File: config.mk
export PLATFORM = sky130hd
export DESIGN_NAME = conv_phase_sequencer
export DESIGN_NICKNAME = d
export VERILOG_FILES = /design/src/rtl/conv_phase_sequencer.sv
export SDC_FILE = /design/constraint.sdc
export NUM_CORES = 1
export LEC_CHECK = 0
export ABC_AREA = 1
export ABC_CLOCK_PERIOD_IN_PS = 3700
export CAP_MARGIN = 20
export CORE_AREA = 2 2 78 137
export CTS_CLUSTER_SIZE = 10
export DETAILED_ROUTE_END_ITERATION = 16
export DIE_AREA = 0 0 80 139
export HOLD_SLACK_MARGIN = 0.1
export PLACE_DENSITY = 0.73
export SLEW_MARGIN = 20
export SYNTH_ARGS = -nofsm -noshare
export SYNTH_HDL_FRONTEND = slang
export SYNTH_SLANG_ARGS = --single-unit
File: constraint.sdc
create_clock -name clk -period 3.7 [get_ports clk]
set_input_delay 0.74 -clock clk [delete_from_list [all_inputs] [get_ports clk]]
set_output_delay 0.74 -clock clk [all_outputs]
set_load 0.005 [all_outputs]
File: src/rtl/conv_phase_sequencer.sv
// Phase scheduler for the ConvUnit state machine: times INIT/A/B/C phases from
// latched cycle counts, emits state_end pulses and cross-checks the fed-back state.
module conv_phase_sequencer #(
  parameter int unsigned CNT_W  = 16,
  parameter int unsigned TILE_W = 12
) (
  input  logic              clk,
  input  logic              rstn,
  input  logic              start,
  input  logic [CNT_W-1:0]  cfg_init_len,
  input  logic [CNT_W-1:0]  cfg_phase_len,
  input  logic [TILE_W-1:0] cfg_num_tiles,
  input  logic              stall,
  input  logic [2:0]        current_state,
  output logic              state_end,
  output logic              busy,
  output logic              done,
  output logic [TILE_W-1:0] tile_idx,
  output logic [2:0]        exp_state,
  output logic              err
);

  typedef enum logic [1:0] {
    ST_IDLE,
    ST_RUN,
    ST_FIN
  } ctrl_t;

  ctrl_t             r_state;
  ctrl_t             w_state_nxt;

  logic [CNT_W-1:0]  r_init_len;
  logic [CNT_W-1:0]  r_phase_len;
  logic [TILE_W-1:0] r_num_tiles;
  logic              r_init_done;
  logic [CNT_W-1:0]  r_cnt;
  logic [TILE_W-1:0] r_tile;
  logic [2:0]        r_exp;
  logic              r_busy;
  logic              r_err;

  logic [CNT_W-1:0]  w_len_m1;
  logic [TILE_W-1:0] w_tile_inc;
  logic              w_state_end;
  logic              w_last_phase;
  logic              w_check;
  logic [2:0]        w_exp_nxt;

  // Until the INIT phase has completed, the running phase is INIT.
  assign w_len_m1    = (r_init_done ? r_phase_len : r_init_len) - CNT_W'(1);
  assign w_tile_inc  = r_tile + TILE_W'(1);
  assign w_state_end = (r_state == ST_RUN) & ~stall & (r_cnt == w_len_m1);
  assign w_last_phase = r_init_done ? (w_tile_inc == r_num_tiles)
                                    : (r_num_tiles == '0);
  assign w_check     = r_busy | r_init_done;

  always_comb begin
    w_exp_nxt = 3'b001;
    case (r_exp)
      3'b000:  w_exp_nxt = 3'b001;
      3'b001:  w_exp_nxt = 3'b010;
      3'b010:  w_exp_nxt = 3'b011;
      3'b011:  w_exp_nxt = 3'b001;
      default: w_exp_nxt = 3'b001;
    endcase
  end

  always_comb begin
    w_state_nxt = r_state;
    case (r_state)
      ST_IDLE: begin
        if (start) begin
          if (!r_init_done || (cfg_num_tiles != '0)) w_state_nxt = ST_RUN;
          else                                       w_state_nxt = ST_FIN;
        end
      end
      ST_RUN: begin
        if (w_state_end && w_last_phase) w_state_nxt = ST_FIN;
      end
      ST_FIN:  w_state_nxt = ST_IDLE;
      default: w_state_nxt = ST_IDLE;
    endcase
  end

  always_ff @(posedge clk or negedge rstn) begin
    if (!rstn) r_state <= ST_IDLE;
    else       r_state <= w_state_nxt;
  end

  always_ff @(posedge clk or negedge rstn) begin
    if (!rstn) begin
      r_init_len  <= '0;
      r_phase_len <= '0;
      r_num_tiles <= '0;
      r_init_done <= 1'b0;
      r_cnt       <= '0;
      r_tile      <= '0;
      r_exp       <= 3'b000;
      r_busy      <= 1'b0;
      r_err       <= 1'b0;
    end else begin
      r_err <= r_err | (w_check & (current_state != r_exp));
      case (r_state)
        ST_IDLE: begin
          if (start) begin
            r_init_len  <= (cfg_init_len  == '0) ? CNT_W'(1) : cfg_init_len;
            r_phase_len <= (cfg_phase_len == '0) ? CNT_W'(1) : cfg_phase_len;
            r_num_tiles <= cfg_num_tiles;
            r_cnt       <= '0;
            r_tile      <= '0;
            r_busy      <= 1'b1;
          end
        end
        ST_RUN: begin
          if (w_state_end) begin
            r_cnt <= '0;
            r_exp <= w_exp_nxt;
            if (r_init_done) r_tile      <= w_tile_inc;
            else             r_init_done <= 1'b1;
            if (w_last_phase) r_busy <= 1'b0;
          end else if (!stall) begin
            r_cnt <= r_cnt + CNT_W'(1);
          end
        end
        ST_FIN:  r_busy <= 1'b0;
        default: r_busy <= 1'b0;
      endcase
    end
  end

  assign state_end = w_state_end;
  assign busy      = r_busy;
  assign done      = (r_state == ST_FIN);
  assign tile_idx  = r_tile;
  assign exp_state = r_exp;
  assign err       = r_err;

endmodule
# Word level (Yosys, flattened, before mapping)
# Index checks and enable logic that the tools add are counted.
[word_totals]
inputBits = 51
wordCells = 68
regBits = 80
[op_classes]
bitwise = 6
add_sub_neg = 3
n_eq_ne = 13
reduce_logical = 15
mux = 21
[op_table]
columns = ["cell", "count"]
rows = [
  ["$mux 16", 6],
  ["$mux 12", 3],
  ["$logic_not 16->1", 2],
  ["$pmux 16 s2", 1],
  ["$pmux 12 s2", 1],
  ["$add 16x1->16 const B", 1],
  ["$eq 16x16->1", 1],
  ["$sub 16x1->16 const B", 1],
  ["$add 12x1->12 const B", 1],
  ["$eq 12x12->1", 1],
  ["$logic_not 12->1", 1],
  ["$reduce_bool 12->1", 1],
  ["$ne 2x2->1 const B", 4],
  ["$pmux 2 s2", 2],
  ["$mux 2", 3],
  ["$reduce_and 2->1", 3],
  ["$reduce_and 3->1", 2],
  ["$mux 1", 4],
  ["$reduce_and 4->1", 1],
  ["$and 1x1->1", 3],
  ["$eq 3x1->1 const B", 1],
  ["$eq 3x2->1 const B", 1],
  ["$ne 3x3->1", 1],
  ["$ne 3x3->1 const B", 1],
  ["11 further kinds", 12],
]

# Depth between registers and ports, before layout
# Gate-level depths: netlist (run 1).
[logic_depth]
depth_word = 7
ltp_mapped = 19
mapped_depth_nobuf = 17

# Least setup slack after synthesis (run 1)
# Ideal clock, no wire load.
[synth_path]
path_type = "register to output"
start = "register r_init_done"
end = "output port state_end"
slack_ps = 1118
n_path_buf = 1
stages_incl_launch_ff = 14
arrival_ps = 1842
required_time_ps = 2960
path_cell_list = "dfrtp_1 -> buf_4 -> nand2_1 -> nand2_1 -> ha_1 -> xor2_1 -> nand2_1 -> a21oi_1 -> nand2_1 -> nor2_1 -> nand3_1 -> nor2_1 -> nand3_2 -> inv_1"
[synth_between]
elab_chain_cells = 4
[synth_lines]
columns = ["element", "line_no", "rtl"]
rows = [
  ["start, declared", "35", "logic r_init_done;"],
  ["start signal, assigned", "95", "r_init_done <= 1'b0;"],
  ["start signal, assigned", "119", "else r_init_done <= 1'b1;"],
  ["$mux 16", "50", "assign w_len_m1 = (r_init_done ? r_phase_len : r_init_len) - CNT_W'(1);"],
  ["$sub 16x1->16", "50", ""],
  ["$eq 16x16->1", "52", "assign w_state_end = (r_state == ST_RUN) & ~stall & (r_cnt == w_len_m1);"],
  ["$and 1x1->1", "52", ""],
  ["end, declared", "15", "output logic state_end,"],
]
# No other way between the ends.

# Worst setup path in the final report (run 1)
# Ends and elaborated chain as after synthesis.

==> flow_metrics.env, run 1 <==
export IMPL_synthSimpleGateAreaFrac_pct=36.6
export IMPL_largest_net_degree_at_the_start_of_global_routing=80
export IMPL_cts_buffers_inserted=9
export IMPL_synth_top_family_by_area="simple AND/OR/NAND/NOR gates"
export IMPL_placedCellCount=891
export IMPL_max_clock_path_buffers=2
export IMPL_async_set_or_reset_register_ratio_after_synthesis_pct=100
export IMPL_routed_wire_length_per_instance_um=15.1
export IMPL_io_pin_count=70
export IMPL_post_drt_via_cell_ratio=5.26
export IMPL_cts_sinks=79
export IMPL_status="complete, no violations"
export IMPL_most_repeated_cell_in_the_gate_level_netlist_after_synthesis="nand2_1"
export IMPL_globalplace_congestion=0.948
export IMPL_period_share_pct=95.9
export IMPL_postSynthCellCount=711
export IMPL_die_area_mm2=0.0111
export IMPL_core_mm2=0.0101
export IMPL_hold_viol=0
export IMPL_synth_ff_latch_count=79
export IMPL_grt_pass1_vias=4830
export IMPL_maxClockFrequency_mhz=282
export IMPL_final_cells=907
export IMPL_worst_r2r_setup_slack_ps=800
export IMPL_timing_critical_path_from_type="flop"
export IMPL_postRouteWirelength_um=13700
export IMPL_crit_fanout=31
export IMPL_drcViolationCount=0
export IMPL_ys_types=37
export IMPL_path_common_cell="nand2_1"
export IMPL_top_cells_by_area_synth="dfrtp_1, nand2_1, inv_1"
export IMPL_diodes=0
export IMPL_power_per_cell_area_mw_per_mm2=360
export IMPL_die_y_um=139
export IMPL_drt_first_pass_iters=4
export IMPL_clock_skew_ps=5.04
export IMPL_grt_pass1_wl_um=22200
export IMPL_first_iter_violations=215
export IMPL_power_ir_vdd_worst_mv=0.244
export IMPL_synthesis_area_mm2=0.00491
export IMPL_final_core_utilization_pct=60.1
export IMPL_worstPathRequired_ps=2960
export IMPL_yosys_top_cells_count="nand2_1, dfrtp_1, inv_1"
export IMPL_port_buffer_count=68
export IMPL_yosysTopAreaCell="dfrtp_1"
export IMPL_worstReg2RegStart="r_init_done"
export IMPL_slew_viol_final=0
export IMPL_htree_levels=3
export IMPL_worst_slew_pin_transition_ps=735
export IMPL_setup_viols_final=0
export IMPL_synthFlopType="dfrtp_1"
export IMPL_antenna_violations_before_repair=0
export IMPL_detailed_place_hpwl_um=10500
export IMPL_synth_area_per_cell_um2=6.90
export IMPL_critPathBufInv=3
export IMPL_layout_setup_ws_ps=152
export IMPL_path_clk_slew_ps=60
export IMPL_cts_repair_timing_setup_buffer_count=0
export IMPL_initial_utilization_pct=48.8
export IMPL_drv_max_cap_violation_count=0
export IMPL_gr_usage_all_layers_pct=25.8
export IMPL_synthesis_yosys_warnings=0
export IMPL_dp_worst_setup_slack_ps=413
export IMPL_critical_path_cell_chain="buf_12, nand2_1, nand2_1, ha_2, xor2_1, nand2_1, a21oi_1, nand2_1, nor2_1, nand3_1, nor2_1, nand3_2, inv_1, clkdlybuf4s50_1"
export IMPL_min_path_type="in2async"
export IMPL_crit_reg2reg_capture="r_cnt[3]"
export IMPL_total_power_uw=2180
export IMPL_worst_path_dominant_cell_family="buffers and inverters"
export IMPL_area_growth_syn_to_layout_pct=23.2
export IMPL_cts_tree="yes"
export IMPL_detail_route_antenna_nets=0
export IMPL_ff2ff_path_depth=17
export IMPL_leakagePower_uw=0.00315
export IMPL_number_of_flops_mapped_to_enable_cells_by_yosys=0
export IMPL_ctsRootBufferMaster="clkbuf_16"
export IMPL_rsz_0062_raised_after_global_routing="false"
export IMPL_total_negative_slack_ps=0
export IMPL_grt_overflow=0
export IMPL_yosys_mux_area_fraction_pct=0
export IMPL_timing_critical_path_slowest_cell_delay_ps=490
export IMPL_synth_compound_area_share_pct=7.93
export IMPL_synth_adder_area_share_pct=1.02
export IMPL_final_layout_size_suffix_gt1_share_pct=5.90
export IMPL_final_min_clock_period_ps=3550
export IMPL_synth_yosys_seq_area_share_pct=40.3
export IMPL_synth_xor_xnor_area_share_pct=5.61
export IMPL_critical_path_slowest_cell="clkdlybuf4s50_1"
export IMPL_route_vias_total=4774
export IMPL_clkLatencyLatePin_ps=330
export IMPL_slew_headroom_pct=51.0
export IMPL_timing_setup_critical_path_class="reg2out"
export IMPL_critical_path_arrival_ps=2810
export IMPL_row_count=49
export IMPL_endpoint_kind="output pin"
export IMPL_die_width_um=80
export IMPL_synth_nets=766
export IMPL_finalNetCount=830
export IMPL_synth_top_cell_area_share_pct=40.3
==> cells in the final DEF (no fill, tap or decap), types with 4 or more instances in the layout <==
cell type / synthesis / routed
nand2_1: 297 / 296
inv_1: 79 / 79
dfrtp_1: 79 / 78
clkdlybuf4s50_1: 0 / 67
nor2_1: 60 / 60
o21ai_0: 45 / 45
nand3_1: 29 / 29
xor2_1: 20 / 20
nor4_1: 13 / 13
nand4_1: 12 / 12
o21ai_2: 9 / 9
clkbuf_16: 0 / 9
xnor2_1: 6 / 6
nand3b_1: 4 / 4
o21ai_1: 4 / 4
clkbuf_8: 0 / 4
buf_4: 3 / 4
==> worst max path at each step <==
stage,from,end,depth (start not counted)
3_5_place_dp,stall,state_end,11
2_1_floorplan,r_init_done,state_end,13
5_1_grt,r_init_done,state_end,13
3_3_place_gp,stall,state_end,11
6_report,r_init_done,state_end,14
4_1_cts,r_init_done,state_end,13
==> where the power goes <==
part / internal, µW / switching [µW] / leakage (µW) / total (µW)
Combinational: 107 / 121 / 0.00209 / 228
Sequential: 896 / 52.1 / 0.000886 / 948
Clock: 665 / 336 / 0.000169 / 1000
Total: 1670 / 509 / 0.00315 / 2180
==> repair_timing <==
item	4_1_cts	5_1_grt
hold endpoints to repair	0	0
hold buffers	0	0
setup endpoints to repair	0	1
gates resized for setup	0	10
==> final cells by class <==
type                       instances  area [µm²]
fill                             945        4010
multi-input combinational        531        2520
sequential                        79        1980
timing repair buffer              73         732
inverter                          81         309
clock buffer                      14         284
tap                              127         159
clock inverter                     2        60.1
==> metal layers <==
metal	GRT usage [%]	vias to the layer above	part of all wire, %
met5	0	-	0
met3	3.19	42	2.6
met2	48.3	117	57
li1	-	2354	-
met1	25.9	2261	35
met4	15.3	0	5.4
==> cells by family (layout without fill, tap and decap cells) <==
family,after synthesis,in the layout
AOI/OAI and AO/OA,67,67
xor gates and xnor gates,28,28
and+or+nand+nor,431,431
DFF,79,79
other,1,1
adders and majority gates,4,4
buffers and inverters,101,170
==> metrics by stage <==
stage	area, µm²	hold WS [ps]
global placement	5670	463
CTS	6010	476
finish	6050	436
global route	6050	503
floorplan	4910	444
detailed placement	5670	461
==> flip-flops by register name, indices dropped and copies added, names as in the netlist <==
name / count
busy: 1
err: 1
exp_state: 2
r_cnt: 16
r_init_done: 1
r_init_len: 16
r_num_tiles: 12
r_phase_len: 16
r_state: 2
tile_idx: 12
==> worst reg2reg max path, stage by stage (launching register included) <==
cell and delay, ps:
dfrtp_2 450, buf_12 180, nand2_1 70, nand2_1 90
ha_2 340, xor2_1 130, nand2_1 60, a21oi_1 120
nand2_1 60, nor2_1 80, nand3_1 80, nor2_1 130
nand3_2 120, buf_4 190, nand2_4 120, inv_2 60
nor2_2 380, nor2_1 90
(Power assumes the default switching activity.)
==> inputs of run 2 (changes only) <==
ABC_CLOCK_PERIOD_IN_PS = 3400   (was 3700)
CORE_AREA = 2 2 93 162   (was 2 2 78 137)
DIE_AREA = 0 0 95 164   (was 0 0 80 139)
PLACE_DENSITY = default   (was 0.73)
SKIP_LAST_GASP = 1   (was default)
clock period = 3.4 ns   (was 3.7 ns; I/O delays follow)
==> run 2 against run 1 <==
Die area grew 40%; cell area grew 2.6%; clock-buffer cell count shrank 4; critical endpoint unchanged; final cell count grew 6.8%; clock skew grew 2.1 ps; sequential share of layout area shrank 0.84 points; critical path depth is the same; global-route usage shrank 6.5 points; worst hold slack lost 150 ps; setup slack gained 250 ps.
==> flow_metrics.env, run 2 (same netlist as run 1, synthesis figures left out) <==
export IMPL_share_comb_of_total_power_pct=10.4
export IMPL_total_negative_slack_ps=0
export IMPL_drv_max_cap_violation_count=0
export IMPL_seq_power_share_pct=42.8
export IMPL_period_share_pct=88.3
export IMPL_max_clock_path_buffers=2
export IMPL_io_pin_count=70
export IMPL_worstPathRequired_ps=2720
export IMPL_placedCellCount=951
export IMPL_htree_levels=3
export IMPL_most_common_layout_cells="nand2_1, inv_1, dfrtp_1, clkdlybuf4s50_1, nor2_1"
export IMPL_finalNetCount=839
export IMPL_port_buffer_count=68
export IMPL_critPathBufInv=3
export IMPL_row_count=58
export IMPL_critical_path_arrival_ps=2320
export IMPL_crit_fanout=5
export IMPL_area_growth_syn_to_layout_pct=26.4
export IMPL_clkLatencyLatePin_ps=340
export IMPL_cts_tree="yes"
export IMPL_cts_buffers_inserted=9
export IMPL_share_clk_of_total_power_pct=46.8
export IMPL_path_common_cell="nand2_1"
export IMPL_detail_route_antenna_nets=0
export IMPL_routed_wire_length_per_instance_um=14.6
export IMPL_antenna_violations_before_repair=0
export IMPL_mostFrequentLayoutCell="nand2_1"
export IMPL_globalplace_congestion=0.916
export IMPL_maxClockFrequency_mhz=333
export IMPL_endpoint_kind="output pin"
export IMPL_slew_viol_final=0
export IMPL_worst_path_dominant_cell_family="simple AND/OR/NAND/NOR gates"
export IMPL_timing_critical_path_slowest_cell_delay_ps=450
export IMPL_drt_first_pass_iters=5
export IMPL_timing_setup_critical_path_class="reg2out"
export IMPL_rsz_0062_raised_after_global_routing="false"
export IMPL_route_vias_total=4649
export IMPL_power_ir_vdd_worst_mv=0.286
export IMPL_power_per_cell_area_mw_per_mm2=390
export IMPL_hold_slack_ps=287
export IMPL_final_layout_size_suffix_gt1_share_pct=7.60
export IMPL_grt_overflow=0
export IMPL_drcViolationCount=0
export IMPL_slew_headroom_pct=64.0
export IMPL_final_min_clock_period_ps=3000
export IMPL_setup_viols_final=0
export IMPL_reg_largest_list="r_cnt: 16 flops, r_init_len: 16 flops, r_phase_len: 16 flops"
export IMPL_ctsRootBufferMaster="clkbuf_16"
export IMPL_diodes=0
export IMPL_total_switching_power_uw=602
export IMPL_largest_net_degree_at_the_start_of_global_routing=41
export IMPL_die_area_mm2=0.0156
export IMPL_hold_viol=0
export IMPL_path_clk_slew_ps=60
export IMPL_die_y_um=164
export IMPL_grt_pass1_wl_um=22800
export IMPL_die_width_um=95
export IMPL_cell_internal_pwr_uw=1820
export IMPL_gr_usage_all_layers_pct=19.3
export IMPL_critical_path_slowest_cell="dfrtp_2"
export IMPL_cts_sinks=79
export IMPL_initial_utilization_pct=34.3
export IMPL_min_path_type="in2async"
export IMPL_critical_path_cell_chain="inv_4, nand2_1, nand2_2, ha_2, xor2_1, nand2_1, a21oi_1, nand2_1, nor2_1, nand3_1, nor2_1, nand3_2, inv_1, dlymetal6s2s_1"
export IMPL_final_cells=969
export IMPL_postRouteWirelength_um=14100
export IMPL_post_drt_via_cell_ratio=4.80
export IMPL_timing_critical_path_depth=14
export IMPL_worst_slew_pin_transition_ps=539
export IMPL_power_switching_fraction_pct=24.9
export IMPL_clock_skew_ps=7.12
export IMPL_timing_critical_path_from_type="flop"
export IMPL_core_mm2=0.0143
export IMPL_first_iter_violations=172
export IMPL_ff2ff_path_depth=17
export IMPL_filler_cell_count=1487
export IMPL_leakagePower_uw=0.00321
export IMPL_detailed_place_hpwl_um=11200
export IMPL_status="complete, no violations"
export IMPL_grt_pass1_vias=4573
==> run 2: power groups by stage <==
stage / logic, µW / clock network, µW / registers, µW
after floorplan: 143 / 0 / 1020
after global placement: 253 / 0 / 1050
after CTS: 255 / 1150 / 1040
after global routing: 286 / 1190 / 1040
final: 252 / 1130 / 1040
after detailed placement: 254 / 0 / 1050
==> run 2: worst reg2reg max path, delay by kind of cell (launching register included) <==
kind	cells	cell delay, ps
AOI/OAI and AO/OA	1	110
xor gates and xnor gates	1	150
adders and majority gates	1	280
buffers and inverters	3	340
DFF	1	450
and+or+nand+nor	11	1360
==> run 2: final timing paths <==
check	slack, ps	startpoint	to
worst max-delay path	400	r_init_done	state_end
worst min-delay path	290	rstn	tile_idx[1]
worst max register to register	580	r_init_done	r_cnt[7]
worst min register to register	470	err	err
max in group asynchronous	2420	rstn	r_num_tiles[7]
min in group clk	470	err	err
==> run 2: what timing repair did <==
item,CTS,global route
setup buffers,1,1
pin swaps,0,5
hold buffers,0,0
setup endpoints to repair,1,1
cloned,0,0
gates resized for setup,5,9
==> run 2: routing by layer <==
metal / up-vias / routed length (µm) / track usage (%) / share of wire, %
met3: 33 / 351 / 2.61 / 2.5
met2: 87 / 8100 / 36.4 / 57
met5: - / 0 / 0 / 0
li1: 2370 / - / - / -
met1: 2159 / 5140 / 20.5 / 36
met4: 0 / 548 / 9.22 / 3.9
==> run 2: layout make-up <==
type | count | area (µm²) | share of cell area (%)
clock buffers | 10 | 229 | 3.69
clock inverters | 6 | 116 | 1.88
inverters | 81 | 307 | 4.94
repair buffers | 82 | 806 | 13.0
multi-input cells | 531 | 2540 | 41.0
well taps | 180 | 225 | 3.63
flip-flops and latches | 79 | 1980 | 31.9
==> run 2: metrics by stage <==
step / area [µm²] / total power [µW] / worst slack, ps / util, %
global placement: 5800 / 1310 / 260 / 40.6
CTS: 6170 / 2440 / 2.18 / 43.1
floorplan: 4910 / 1160 / 878 / -
finish: 6200 / 2420 / 398 / 43.4
detailed placement: 5800 / 1310 / 263 / 40.6
global route: 6200 / 2520 / 242 / 43.4
==> inputs of run 3 (changes only) <==
RECOVER_POWER = 25   (was default)
==> run 3 against run 2 <==
Highest routed layer unchanged; setup slack improved by 1.2 ps; sequential power about the same; via count unchanged; clock power about the same; worst hold slack improved by 180 ps; final cell count unchanged; the run now ends with capacitance limit, slew limit left; sequential share of layout area about the same; critical path depth unchanged.
==> flow_metrics.env, run 3 (same netlist as run 1, synthesis figures left out) <==
export IMPL_diodes=0
export IMPL_critPathBufInv=3
export IMPL_critical_path_cell_chain="inv_4, nand2_1, nand2_2, ha_2, xor2_1, nand2_1, a21oi_1, nand2_1, nor2_1, nand3_1, nor2_1, nand3_2, inv_1, dlymetal6s2s_1"
export IMPL_period_share_pct=88.3
export IMPL_layout_setup_ws_ps=399
export IMPL_initial_utilization_pct=34.3
export IMPL_critical_path_arrival_ps=2320
export IMPL_routed_wire_length_per_instance_um=14.6
export IMPL_die_width_um=95
export IMPL_dp_worst_setup_slack_ps=263
export IMPL_slew_headroom_pct=-31.9
export IMPL_crit_reg2reg_capture="r_cnt[7]"
export IMPL_path_common_cell="nand2_1"
export IMPL_cts_hold_fix_buffers=0
export IMPL_largest_net_degree_at_the_start_of_global_routing=41
export IMPL_grt_pass1_wl_um=22800
export IMPL_critical_path_slowest_cell="dfrtp_2"
export IMPL_drcViolationCount=0
export IMPL_slew_viol_final=38
export IMPL_finalNetCount=839
export IMPL_leakagePower_uw=0.00320
export IMPL_clock_skew_ps=8.29
export IMPL_port_buffer_count=68
export IMPL_worst_r2r_setup_slack_ps=580
export IMPL_die_area_mm2=0.0156
export IMPL_mostFrequentLayoutCell="nand2_1"
export IMPL_most_common_layout_cells="nand2_1, inv_1, dfrtp_1, clkdlybuf4s50_1, nor2_1"
export IMPL_final_min_clock_period_ps=3000
export IMPL_detail_route_antenna_nets=0
export IMPL_reg_largest_list="r_cnt: 16 flops, r_init_len: 16 flops, r_phase_len: 16 flops"
export IMPL_io_pin_count=70
export IMPL_min_path_type="reg2reg"
export IMPL_critical_path_endpoint="state_end"
export IMPL_grt_pass1_vias=4573
export IMPL_drv_max_cap_violation_count=1
export IMPL_share_comb_of_total_power_pct=10.4
export IMPL_timing_critical_path_depth=14
export IMPL_timing_setup_critical_path_class="reg2out"
export IMPL_power_per_cell_area_mw_per_mm2=390
export IMPL_total_switching_power_uw=603
export IMPL_timing_critical_path_from_type="flop"
export IMPL_first_iter_violations=173
export IMPL_worstPathRequired_ps=2720
export IMPL_postRouteWirelength_um=14200
export IMPL_core_mm2=0.0143
export IMPL_worstReg2RegStart="r_init_done"
export IMPL_rsz_0062_raised_after_global_routing="false"
export IMPL_crit_fanout=5
export IMPL_htree_levels=3
export IMPL_drt_first_pass_iters=4
export IMPL_final_layout_size_suffix_gt1_share_pct=7.48
export IMPL_maxClockFrequency_mhz=333
export IMPL_endpoint_kind="output pin"
export IMPL_gr_usage_all_layers_pct=19.3
export IMPL_cts_tree="yes"
export IMPL_violations="capacitance limit, slew limit"
export IMPL_cell_internal_pwr_uw=1810
export IMPL_detailed_place_hpwl_um=11200
export IMPL_share_clk_of_total_power_pct=46.8
export IMPL_power_switching_fraction_pct=24.9
export IMPL_antenna_violations_before_repair=0
export IMPL_status="finished with violations"
export IMPL_ff2ff_path_depth=17
export IMPL_setup_viols_final=0
export IMPL_beginning_of_the_critical_path="r_init_done"
export IMPL_worst_path_dominant_cell_family="simple AND/OR/NAND/NOR gates"
export IMPL_power_ir_vdd_worst_mv=0.287
export IMPL_die_y_um=164
export IMPL_cts_buffers_inserted=9
export IMPL_path_clk_slew_ps=60
export IMPL_ctsRootBufferMaster="clkbuf_16"
export IMPL_globalplace_congestion=0.916
export IMPL_row_count=58
export IMPL_total_negative_slack_ps=0
export IMPL_post_drt_via_cell_ratio=4.80
export IMPL_filler_cell_count=1489
export IMPL_clkLatencyLatePin_ps=340
export IMPL_max_clock_path_buffers=2
export IMPL_cts_sinks=79
export IMPL_seq_power_share_pct=42.8
export IMPL_area_growth_syn_to_layout_pct=26.3
export IMPL_hold_viol=0
export IMPL_timing_critical_path_slowest_cell_delay_ps=450
export IMPL_worst_slew_pin_transition_ps=1980
export IMPL_route_vias_total=4649
export IMPL_grt_overflow=0
[run 3: cell types whose count changed in the layout (fill, tap and decap cells not counted), sizes merged]
cell | before | now
buf | 15 | 13
clkbuf | 10 | 12
[run 3: metal layers]
| metal | part of all wire, % | track usage, % | up-vias |
|---|---|---|---|
| li1 | - | - | 2369 |
| met5 | 0 | 0 | - |
| met4 | 3.9 | 9.22 | 0 |
| met3 | 2.4 | 2.61 | 30 |
| met1 | 37 | 20.5 | 2164 |
| met2 | 57 | 36.4 | 86 |
[run 3: layout make-up]
| class | count | area (µm²) | area share [%] |
|---|---|---|---|
| Multi-Input combinational cell | 531 | 2540 | 41.0 |
| Sequential cell | 79 | 1980 | 31.9 |
| Timing Repair Buffer | 82 | 800 | 12.9 |
| Inverter | 81 | 307 | 4.95 |
| Clock buffer | 10 | 229 | 3.69 |
| Tap cell | 180 | 225 | 3.63 |
| Clock inverter | 6 | 116 | 1.88 |
[run 3: how the worst min path moves through the flow]
stage | start | end | slack [ps] | cells past startpoint
2_1_floorplan | rstn | busy | 380 | 0
3_3_place_gp | err | err | 450 | 2
3_5_place_dp | err | err | 450 | 2
4_1_cts | rstn | exp_state[1] | 300 | 1
5_1_grt | err | err | 490 | 2
6_report | err | err | 470 | 2
[run 3: stage by stage]
stage / total power (µW) / cells / util, % / hold slack [ps] / area [µm²]
4_1_cts: 2440 / 968 / 43.1 / 300 / 6170
3_5_place_dp: 1310 / 951 / 40.6 / 454 / 5800
6_report: 2420 / 969 / 43.4 / 467 / 6200
2_1_floorplan: 1160 / 711 / - / 384 / 4910
3_3_place_gp: 1310 / 951 / 40.6 / 450 / 5800
5_1_grt: 2520 / 969 / 43.4 / 488 / 6200
[run 3: power groups by stage]
stage / sequential [µW] / combinational (µW) / clock, µW
floorplan: 1020 / 143 / 0
global placement: 1050 / 253 / 0
detailed placement: 1050 / 254 / 0
CTS: 1040 / 255 / 1150
global route: 1040 / 285 / 1190
finish: 1040 / 251 / 1130
[run 3: repair_timing]
item / in CTS / in global routing
setup endpoints to repair: 1 / 1
resized for setup: 5 / 9
pin swaps: 0 / 5
buffers inserted: 1 / 1
[run 3: tightest hold or removal path, stage by stage, from the launching register on]
cell and delay [ps]:
dfrtp_1 340, inv_1 40, nand2_1 50
